**src/rtl/cpu_ctrl_pkg.sv**
```systemverilog
`default_nettype none
// ============================================================================
// Package     : cpu_ctrl_pkg
// Description : Shared control definitions for the CPU sequencer: phase
//               encoding, branch condition codes and flag bit positions.
// Revision    : 1.0 - initial release
// ============================================================================
package cpu_ctrl_pkg;

  // Sequencer phases. The numeric encoding is visible on the state output
  // and is relied on by the decoder for gating, so it must stay fixed.
  typedef enum logic [2:0] {
    FETCH  = 3'd0,
    DECODE = 3'd1,
    EXEC   = 3'd2,
    WB     = 3'd3,
    HALT   = 3'd4
  } state_t;

  // Branch condition codes. Codes 100..111 are reserved and never true.
  localparam logic [2:0] COND_EQ = 3'b000;  // Z
  localparam logic [2:0] COND_LT = 3'b001;  // S ^ V
  localparam logic [2:0] COND_LE = 3'b010;  // Z | (S ^ V)
  localparam logic [2:0] COND_NE = 3'b011;  // !Z

  // Bit positions inside the {S,Z,C,V} flag vector.
  localparam int unsigned FLAG_S = 3;
  localparam int unsigned FLAG_Z = 2;
  localparam int unsigned FLAG_C = 1;
  localparam int unsigned FLAG_V = 0;

  localparam int unsigned FLAG_W = 4;

endpackage : cpu_ctrl_pkg
`default_nettype wire

```
**src/rtl/branch_cond_eval.sv**
```systemverilog
`default_nettype none
// ============================================================================
// Module      : branch_cond_eval
// Description : Combinational branch resolution. Decides whether the PC is
//               loaded from the branch/jump target.
// Revision    : 1.0 - initial release
// Ports       : cond_i      - latched condition code
//               flags_i     - registered {S,Z,C,V} flags
//               is_branch_i - latched conditional-branch decode
//               is_jump_i   - latched unconditional-jump decode
//               taken_o     - target should be loaded into the PC
// ============================================================================
module branch_cond_eval
  import cpu_ctrl_pkg::*;
(
  input  logic [2:0]        cond_i,
  input  logic [FLAG_W-1:0] flags_i,
  input  logic              is_branch_i,
  input  logic              is_jump_i,
  output logic              taken_o
);

  logic flag_s;
  logic flag_z;
  logic flag_v;
  logic cond_true;
  // Carry takes part in no current condition code.
  logic unused_carry;

  assign flag_s       = flags_i[FLAG_S];
  assign flag_z       = flags_i[FLAG_Z];
  assign flag_v       = flags_i[FLAG_V];
  assign unused_carry = flags_i[FLAG_C];

  always_comb begin
    cond_true = 1'b0;
    case (cond_i)
      COND_EQ: cond_true = flag_z;
      COND_LT: cond_true = flag_s ^ flag_v;
      COND_LE: cond_true = flag_z | (flag_s ^ flag_v);
      COND_NE: cond_true = ~flag_z;
      default: cond_true = 1'b0;
    endcase
  end

  // A jump is taken regardless of the branch condition.
  assign taken_o = is_jump_i | (is_branch_i & cond_true);

endmodule : branch_cond_eval
`default_nettype wire

```
**src/rtl/pc_sequencer.sv**
```systemverilog
`default_nettype none
// ============================================================================
// Module      : pc_sequencer
// Description : Multi-cycle instruction sequencer. Steps the core through
//               FETCH/DECODE/EXEC/WB, owns the program counter and the
//               {S,Z,C,V} flag register, resolves branches from the latched
//               flags and stops in HALT until reset.
// Revision    : 1.0 - initial release
// Ports       : clk        - core clock, rising edge
//               rst        - asynchronous reset, active high
//               mem_ready  - instruction memory data valid at pc
//               is_branch, is_jump, is_halt, writes_reg, cond, target
//                          - decode fields, sampled in DECODE only
//               flag_we    - ALU flags valid, honoured in EXEC only
//               flag_in    - ALU flags {S,Z,C,V}
//               pc         - current program counter
//               ir_load    - instruction register load pulse (FETCH)
//               reg_we     - register-file write pulse (WB)
//               flags      - registered flags {S,Z,C,V}
//               state      - current phase encoding
//               taken      - PC loaded from target this WB
//               halted     - core stopped
// ============================================================================
module pc_sequencer
  import cpu_ctrl_pkg::*;
#(
  parameter int unsigned             PC_WIDTH = 16,
  parameter logic [PC_WIDTH-1:0]     RESET_PC = '0
) (
  input  logic                clk,
  input  logic                rst,
  input  logic                mem_ready,
  input  logic                is_branch,
  input  logic                is_jump,
  input  logic                is_halt,
  input  logic                writes_reg,
  input  logic [2:0]          cond,
  input  logic [PC_WIDTH-1:0] target,
  input  logic                flag_we,
  input  logic [FLAG_W-1:0]   flag_in,
  output logic [PC_WIDTH-1:0] pc,
  output logic                ir_load,
  output logic                reg_we,
  output logic [FLAG_W-1:0]   flags,
  output logic [2:0]          state,
  output logic                taken,
  output logic                halted
);

  localparam logic [PC_WIDTH-1:0] PC_INC = {{(PC_WIDTH-1){1'b0}}, 1'b1};

  state_t              state_q,  state_d;
  logic [PC_WIDTH-1:0] pc_q,     pc_d;
  logic [FLAG_W-1:0]   flags_q,  flags_d;
  logic                br_q,     br_d;
  logic                jmp_q,    jmp_d;
  logic                wr_q,     wr_d;
  logic [2:0]          cond_q,   cond_d;
  logic [PC_WIDTH-1:0] target_q, target_d;
  logic                taken_q,  taken_d;
  logic                cond_taken;

  // Branch resolution always sees the flags as they were at the start of
  // EXEC, so an instruction's own flag update never steers its own branch.
  branch_cond_eval u_branch_cond_eval (
    .cond_i      (cond_q),
    .flags_i     (flags_q),
    .is_branch_i (br_q),
    .is_jump_i   (jmp_q),
    .taken_o     (cond_taken)
  );

  always_ff @(posedge clk or posedge rst) begin
    if (rst) begin
      state_q  <= FETCH;
      pc_q     <= RESET_PC;
      flags_q  <= '0;
      br_q     <= 1'b0;
      jmp_q    <= 1'b0;
      wr_q     <= 1'b0;
      cond_q   <= 3'b000;
      target_q <= '0;
      taken_q  <= 1'b0;
    end else begin
      state_q  <= state_d;
      pc_q     <= pc_d;
      flags_q  <= flags_d;
      br_q     <= br_d;
      jmp_q    <= jmp_d;
      wr_q     <= wr_d;
      cond_q   <= cond_d;
      target_q <= target_d;
      taken_q  <= taken_d;
    end
  end

  always_comb begin
    state_d  = state_q;
    pc_d     = pc_q;
    flags_d  = flags_q;
    br_d     = br_q;
    jmp_d    = jmp_q;
    wr_d     = wr_q;
    cond_d   = cond_q;
    target_d = target_q;
    taken_d  = taken_q;
    ir_load  = 1'b0;
    reg_we   = 1'b0;
    taken    = 1'b0;
    halted   = 1'b0;

    case (state_q)
      FETCH: begin
        // The only output with a direct input dependency: the IR is loaded
        // in the same cycle memory reports valid data.
        ir_load = mem_ready;
        if (mem_ready) begin
          state_d = DECODE;
        end
      end

      DECODE: begin
        br_d     = is_branch;
        jmp_d    = is_jump;
        wr_d     = writes_reg;
        cond_d   = cond;
        target_d = target;
        // HALT wins over every other decode bit.
        state_d  = is_halt ? HALT : EXEC;
      end

      EXEC: begin
        taken_d = cond_taken;
        if (flag_we) begin
          flags_d = flag_in;
        end
        state_d = WB;
      end

      WB: begin
        reg_we  = wr_q;
        taken   = taken_q;
        // Natural wrap from all-ones back to zero.
        pc_d    = taken_q ? target_q : (pc_q + PC_INC);
        state_d = FETCH;
      end

      HALT: begin
        halted  = 1'b1;
        state_d = HALT;
      end

      default: begin
        state_d = FETCH;
      end
    endcase
  end

  assign pc    = pc_q;
  assign flags = flags_q;
  assign state = state_q;

endmodule : pc_sequencer
`default_nettype wire

```
**config.mk**
```make
export PLATFORM = sky130hd
export DESIGN_NAME = pc_sequencer
export DESIGN_NICKNAME = d
export VERILOG_FILES = /design/src/rtl/cpu_ctrl_pkg.sv /design/src/rtl/branch_cond_eval.sv /design/src/rtl/pc_sequencer.sv
export SDC_FILE = /design/constraint.sdc
export NUM_CORES = 1
export LEC_CHECK = 0
export BUFFER_PORTS_ARGS = -buffer_cell sky130_fd_sc_hd__clkbuf_2
export CORE_ASPECT_RATIO = 1.1
export CORE_MARGIN = 5
export CORE_UTILIZATION = 47
export CTS_CLUSTER_SIZE = 12
export DETAILED_ROUTE_END_ITERATION = 6
export GPL_TIMING_DRIVEN = 1
export PLACE_DENSITY = 0.73
export SETUP_SLACK_MARGIN = 0.2
export SYNTH_ARGS = -nofsm -noshare
export SYNTH_HDL_FRONTEND = slang
export SYNTH_HIERARCHICAL = 1
export SYNTH_SLANG_ARGS = --single-unit
export TNS_END_PERCENT = 1
```
**constraint.sdc**
```tcl
create_clock -name clk -period 1.57 [get_ports clk]
set_input_delay 0.0785 -clock clk [delete_from_list [all_inputs] [get_ports clk]]
set_output_delay 0.0785 -clock clk [all_outputs]
set_load 0.01 [all_outputs]
```
* Word level (Yosys, flattened, before mapping)
Cells that the tools add are included.
** Storage, ports and cells
- Output and inout port bits :: 27
- Logic and storage cells :: 35
- Bits in registers :: 46
- Input port bits :: 31
** Operators by class
- Bitwise operators :: 5
- Add/sub/neg operators :: 1
- Eq/ne operators :: 8
- Reductions and logical operators :: 3
- Multiplexer cells :: 9
** Operators by type and width (count)
- $add A16 B1 Y16 const B :: 1
- $mux W16 :: 1
- $eq A3 B2 Y1 const B :: 4
- $pmux W3 S4 :: 1
- $eq A3 B1 Y1 const B :: 2
- $logic_not A3 Y1 :: 2
- $mux W3 :: 2
- $mux W1 :: 4
- $pmux W1 S4 :: 1
- $eq A3 B3 Y1 const B :: 1
- $ne A2 B2 Y1 const B :: 1
- $or A1 B1 Y1 :: 2
- $reduce_and A2 Y1 :: 1
- $and A1 B1 Y1 :: 1
- $not A1 Y1 :: 1
- $xor A1 B1 Y1 :: 1

* Logic depth before layout (Yosys ltp)
- Word-level depth :: 5
- Mapped depth :: 6
- Mapped depth without buffers :: 5

* Cells and area by module
The synthesis kept the hierarchy.
** Modules (own cells, without submodules)
- pc_sequencer :: seq. area each 1151.1 sq um, cells each 200, area an instance 2253.4 sq um, instances 1
- branch_cond_eval :: seq. area each 0.0 sq um, cells each 9, area an instance 57.6 sq um, instances 1

* Worst setup path after synthesis
OpenSTA, ideal clock, no wires.
- Path kind :: register -> register
- Start point :: reg state_q[1], in the netlist state[1]
- End point :: reg target_q[0]
- Period minus slack after synthesis :: 1.528 ns
- Path slack :: 0.042 ns
- Arrival :: 1.401 ns
- Library setup time :: 0.128 ns
- Cell stages (with the launch flop) :: 5
- Data required time :: 1.442 ns
- Cell sequence :: dfrtp_1 > buf_2 > nor3b_4 > buf_4 > mux2_1
** Between the ends
- Longest elaborated chain between the ends :: 1
** RTL lines
- from (decl) :: RTL line pc_sequencer.sv:52 : state_t state_q, state_d;
- from (signal assigned) :: RTL line pc_sequencer.sv:85 : state_q <= state_d;
- $eq A3 B1 Y1 :: RTL line pc_sequencer.sv:112 : case (state_q)
- to (signal assigned) :: RTL line pc_sequencer.sv:92 : target_q <= target_d;
- to (decl) :: RTL line pc_sequencer.sv:59 : logic [PC_WIDTH-1:0] target_q, target_d;
Every way passes these cells.
A chain may end at the register's enable or synchronous reset.

* Final worst setup path
- Start point :: reg pc_q[0], in the netlist pc[0]
- End point :: reg pc_q[11], in the netlist pc[11]
** Between the ends
- Longest elaborated chain between the ends :: 2
** RTL lines
- from (decl) :: RTL line pc_sequencer.sv:53 : logic [PC_WIDTH-1:0] pc_q, pc_d;
- from (signal assigned) :: RTL line pc_sequencer.sv:86 : pc_q <= pc_d;
- $add A16 B1 Y16 :: RTL line pc_sequencer.sv:144 : pc_d = taken_q ? target_q : (pc_q + PC_INC);
- $mux W16 :: RTL line pc_sequencer.sv:144
Every way passes these cells.

==> flow_metrics.env <==
export IMPL_portBuffers=57
export IMPL_cts_root_buf="clkbuf_8"
export IMPL_dr_pass1_iters=4
export IMPL_slew_limit_headroom_pct=68.6
export IMPL_core_area_um2=4720
export IMPL_power_leakage_nw=1.37
export IMPL_synth_warning_count=6
export IMPL_fp_dieArea_um2=6420
export IMPL_drt_initial_drc_count=135
export IMPL_cts_tree="built"
export IMPL_die_w_um=76.9
export IMPL_clock_path_buffers=2
export IMPL_synth_top_family_by_area="simple AND/OR/NAND/NOR gates"
export IMPL_worstSetupPathType="reg2reg"
export IMPL_finalHoldViolCount=0
export IMPL_synthMuxAreaShare_pct=13.5
export IMPL_ir_worst_vdd_mv=1.16
export IMPL_p_int_w=0.00349
export IMPL_clkTransAtPathRegs_ns=0.09
export IMPL_power_share_switching_pct=38.1
export IMPL_rows=26
export IMPL_dr_total_vias=1975
export IMPL_p_sw_w=0.00215
export IMPL_synth_xor_xnor_area_share_pct=0.379
export IMPL_final_layout_size_suffix_gt1_share_pct=45.8
export IMPL_numClockSinks=46
export IMPL_grt_remaining_overflow=0
export IMPL_viasPerCell=5.59
export IMPL_yosys_area_share_simple_pct=17.1
export IMPL_synth_area_um2=2310
export IMPL_h_tree_depth=2
export IMPL_outcome="complete, no violations"
export IMPL_synth_cell_types=54
export IMPL_grt_total_usage_pct=17.0
export IMPL_grt_pass1_vias=1936
export IMPL_synth_seq_area_share_pct=49.8
export IMPL_rsz0062_at_grt="true"
export IMPL_synth_compound_area_share_pct=13.9
export IMPL_min_period_ns=1.45
export IMPL_synth_seq_cells=46
export IMPL_yosys_top_cells_area="dfrtp_1 50%, mux2_2 8.8%, mux2_1 3.4%"
export IMPL_setup_tns_ns=0
export IMPL_fin_util_pct=64.2
export IMPL_die_h_um=83.5
export IMPL_synth_nets=241
export IMPL_cts_buffers=5
export IMPL_finClkSkew_ns=0.00416
export IMPL_synth_top_area_cell="dfrtp_1"
export IMPL_drc=0
export IMPL_totalWireLength_mm=5.49
export IMPL_grt_max_degree=24
export IMPL_drv_cap=0
export IMPL_critPathRequiredTime_ns=1.75
export IMPL_powerDensity_nw_per_um2=1860
export IMPL_grt_pass1_wl_mm=8.92
export IMPL_yosysTopAreaCellShare_pct=49.8
export IMPL_synth_fa_ha_area_share_pct=0.541
export IMPL_clk_latency_ns=0.30
export IMPL_initial_utilization_pct=49.0
export IMPL_ios=58
export IMPL_finalSetupViolCount=0
export IMPL_start_kind="flop"
export IMPL_netlist_top_cells_count="46 x dfrtp_1, 18 x mux2_2, 15 x o21ai_0"
export IMPL_async_flop_share_pct=100
export IMPL_power_frac_comb_pct=46.6
export IMPL_fin_nets=328
export IMPL_crit_fanout=6
export IMPL_wl_per_cell_um=15.5
export IMPL_seq_power_share_pct=40.1
export IMPL_fin_crit_sh_pct=92.1
export IMPL_ant_nets=0
export IMPL_clkPwrFrac_pct=13.3
export IMPL_dominantRegCellSynth="dfrtp_1"
export IMPL_synth_edf_count=0
export IMPL_syn2layout_area_growth_pct=31.1
export IMPL_dpl_hpwl_mm=4.18
export IMPL_syn_avg_cell_area_um2=11.1
export IMPL_netlist_instances=209
export IMPL_place_gp_congestion=0.843
export IMPL_diodes=0
export IMPL_antenna_found_initial=0
export IMPL_clock_fmax_mhz=692
export IMPL_worst_pin_slew_ns=0.470
export IMPL_yosysMostFrequentCell="dfrtp_1"
export IMPL_hold_class="in2reg"
export IMPL_worstPathArrival_ns=1.63
export IMPL_drv_slew=0
export IMPL_worstSetupEndpointType="flop"
-- sequential cells by signal (all words and copies together) (netlist names) --
register / count
jmp_q: 1
wr_q: 1
taken_q: 1
br_q: 1
pc: 16
state: 3
target_q: 16
flags: 4
cond_q: 3
-- worst max-delay path: stages (launching register included) --
cell	delay (ns)
dfrtp_2	0.43
buf_4	0.17
nand4_1	0.15
nor2_2	0.09
a311o_1	0.36
o311a_1	0.13
-- power by group through the flow --
stage	registers [W]	logic [W]	clock network, W
floorplan	0.00225	0.00154	0
global placement	0.00220	0.00244	0
detailed placement	0.00223	0.00251	0
CTS	0.00223	0.00256	0.000764
global route	0.00235	0.00286	0.000803
finish	0.00226	0.00262	0.000751
-- kinds of logic after synthesis --
group | count (synthesis)
compound gates | 49
mux | 28
fa+ha+maj | 1
flops | 46
simple gates | 64
xor+xnor | 1
buf+inv | 20
-- through the flow --
stage,setup slack (ns),hold slack [ns],total power (W),cells,cell area (um2)
2_1_floorplan,0.0803,0.195,0.00379,209,2320
3_3_place_gp,0.143,0.108,0.00464,335,2790
3_5_place_dp,0.0991,0.115,0.00474,335,2790
4_1_cts,0.115,0.00483,0.00556,349,2970
5_1_grt,0.0471,0.00621,0.00601,353,3030
6_report,0.125,0.00447,0.00564,353,3030
-- cells in the final DEF, fill, tap and decap left out, drive strengths merged, types with 2 or more instances in the layout --
master	n
mux2i	3
clkbuf	63
or3	3
nor3b	3
nor4	5
o211ai	2
and2	2
a211oi	2
nor2b	3
dfrtp	46
nand2	10
nor4b	2
o21ai	16
o2bb2ai	2
a311oi	3
nand3	6
nand4	6
a31oi	2
and3	3
nor3	3
nor2	12
mux2	25
inv	8
dlygate4sd3	5
nand3b	2
a21oi	12
buf	30
-- path summary, 6_finish.rpt --
kind                                           end                    start  depth (start not counted)  slack [ns]
min                        target_q[5]$_DFFE_PP0N_                target[5]                          2       0.004
max in group asynchronous        pc[4]$_DFFE_PP0N_                      rst                          4        0.66
min reg2reg                target_q[0]$_DFFE_PP0N_  target_q[0]$_DFFE_PP0N_                          1        0.48
min in group asynchronous        pc[1]$_DFFE_PP0N_                      rst                          3        0.34
max                             pc[11]$_DFFE_PP0N_        pc[0]$_DFFE_PP0N_                          5        0.12
max reg2reg                     pc[11]$_DFFE_PP0N_        pc[0]$_DFFE_PP0N_                          5        0.12
-- per-layer routing --
metal | GRT usage (%) | up-vias | routed length [um]
met2 | 28.0 | 67 | 2710
met4 | 6.36 | 0 | 130
li1 | - | 950 | -
met1 | 20.9 | 946 | 2300
met5 | 0 | - | 0
met3 | 5.08 | 12 | 350
-- timing repair --
action	CTS	global route
cloned	0	0
hold buffers	5	0
endpoints found under the hold margin	25	0
pin swaps	3	5
gates resized for setup	8	7
setup buffers	1	4
endpoints found under the setup margin	22	39
-- area by class of cell --
type / instances / area [um2]
Tap cell: 56 / 70.1
Clock buffer: 6 / 82.6
Clock inverter: 2 / 12.5
Sequential cell: 46 / 1160
Fill cell: 391 / 1690
Multi-Input combinational cell: 143 / 1100
Timing Repair Buffer: 92 / 577
Inverter: 8 / 30.0
Power figures use the tool's default switching activity.
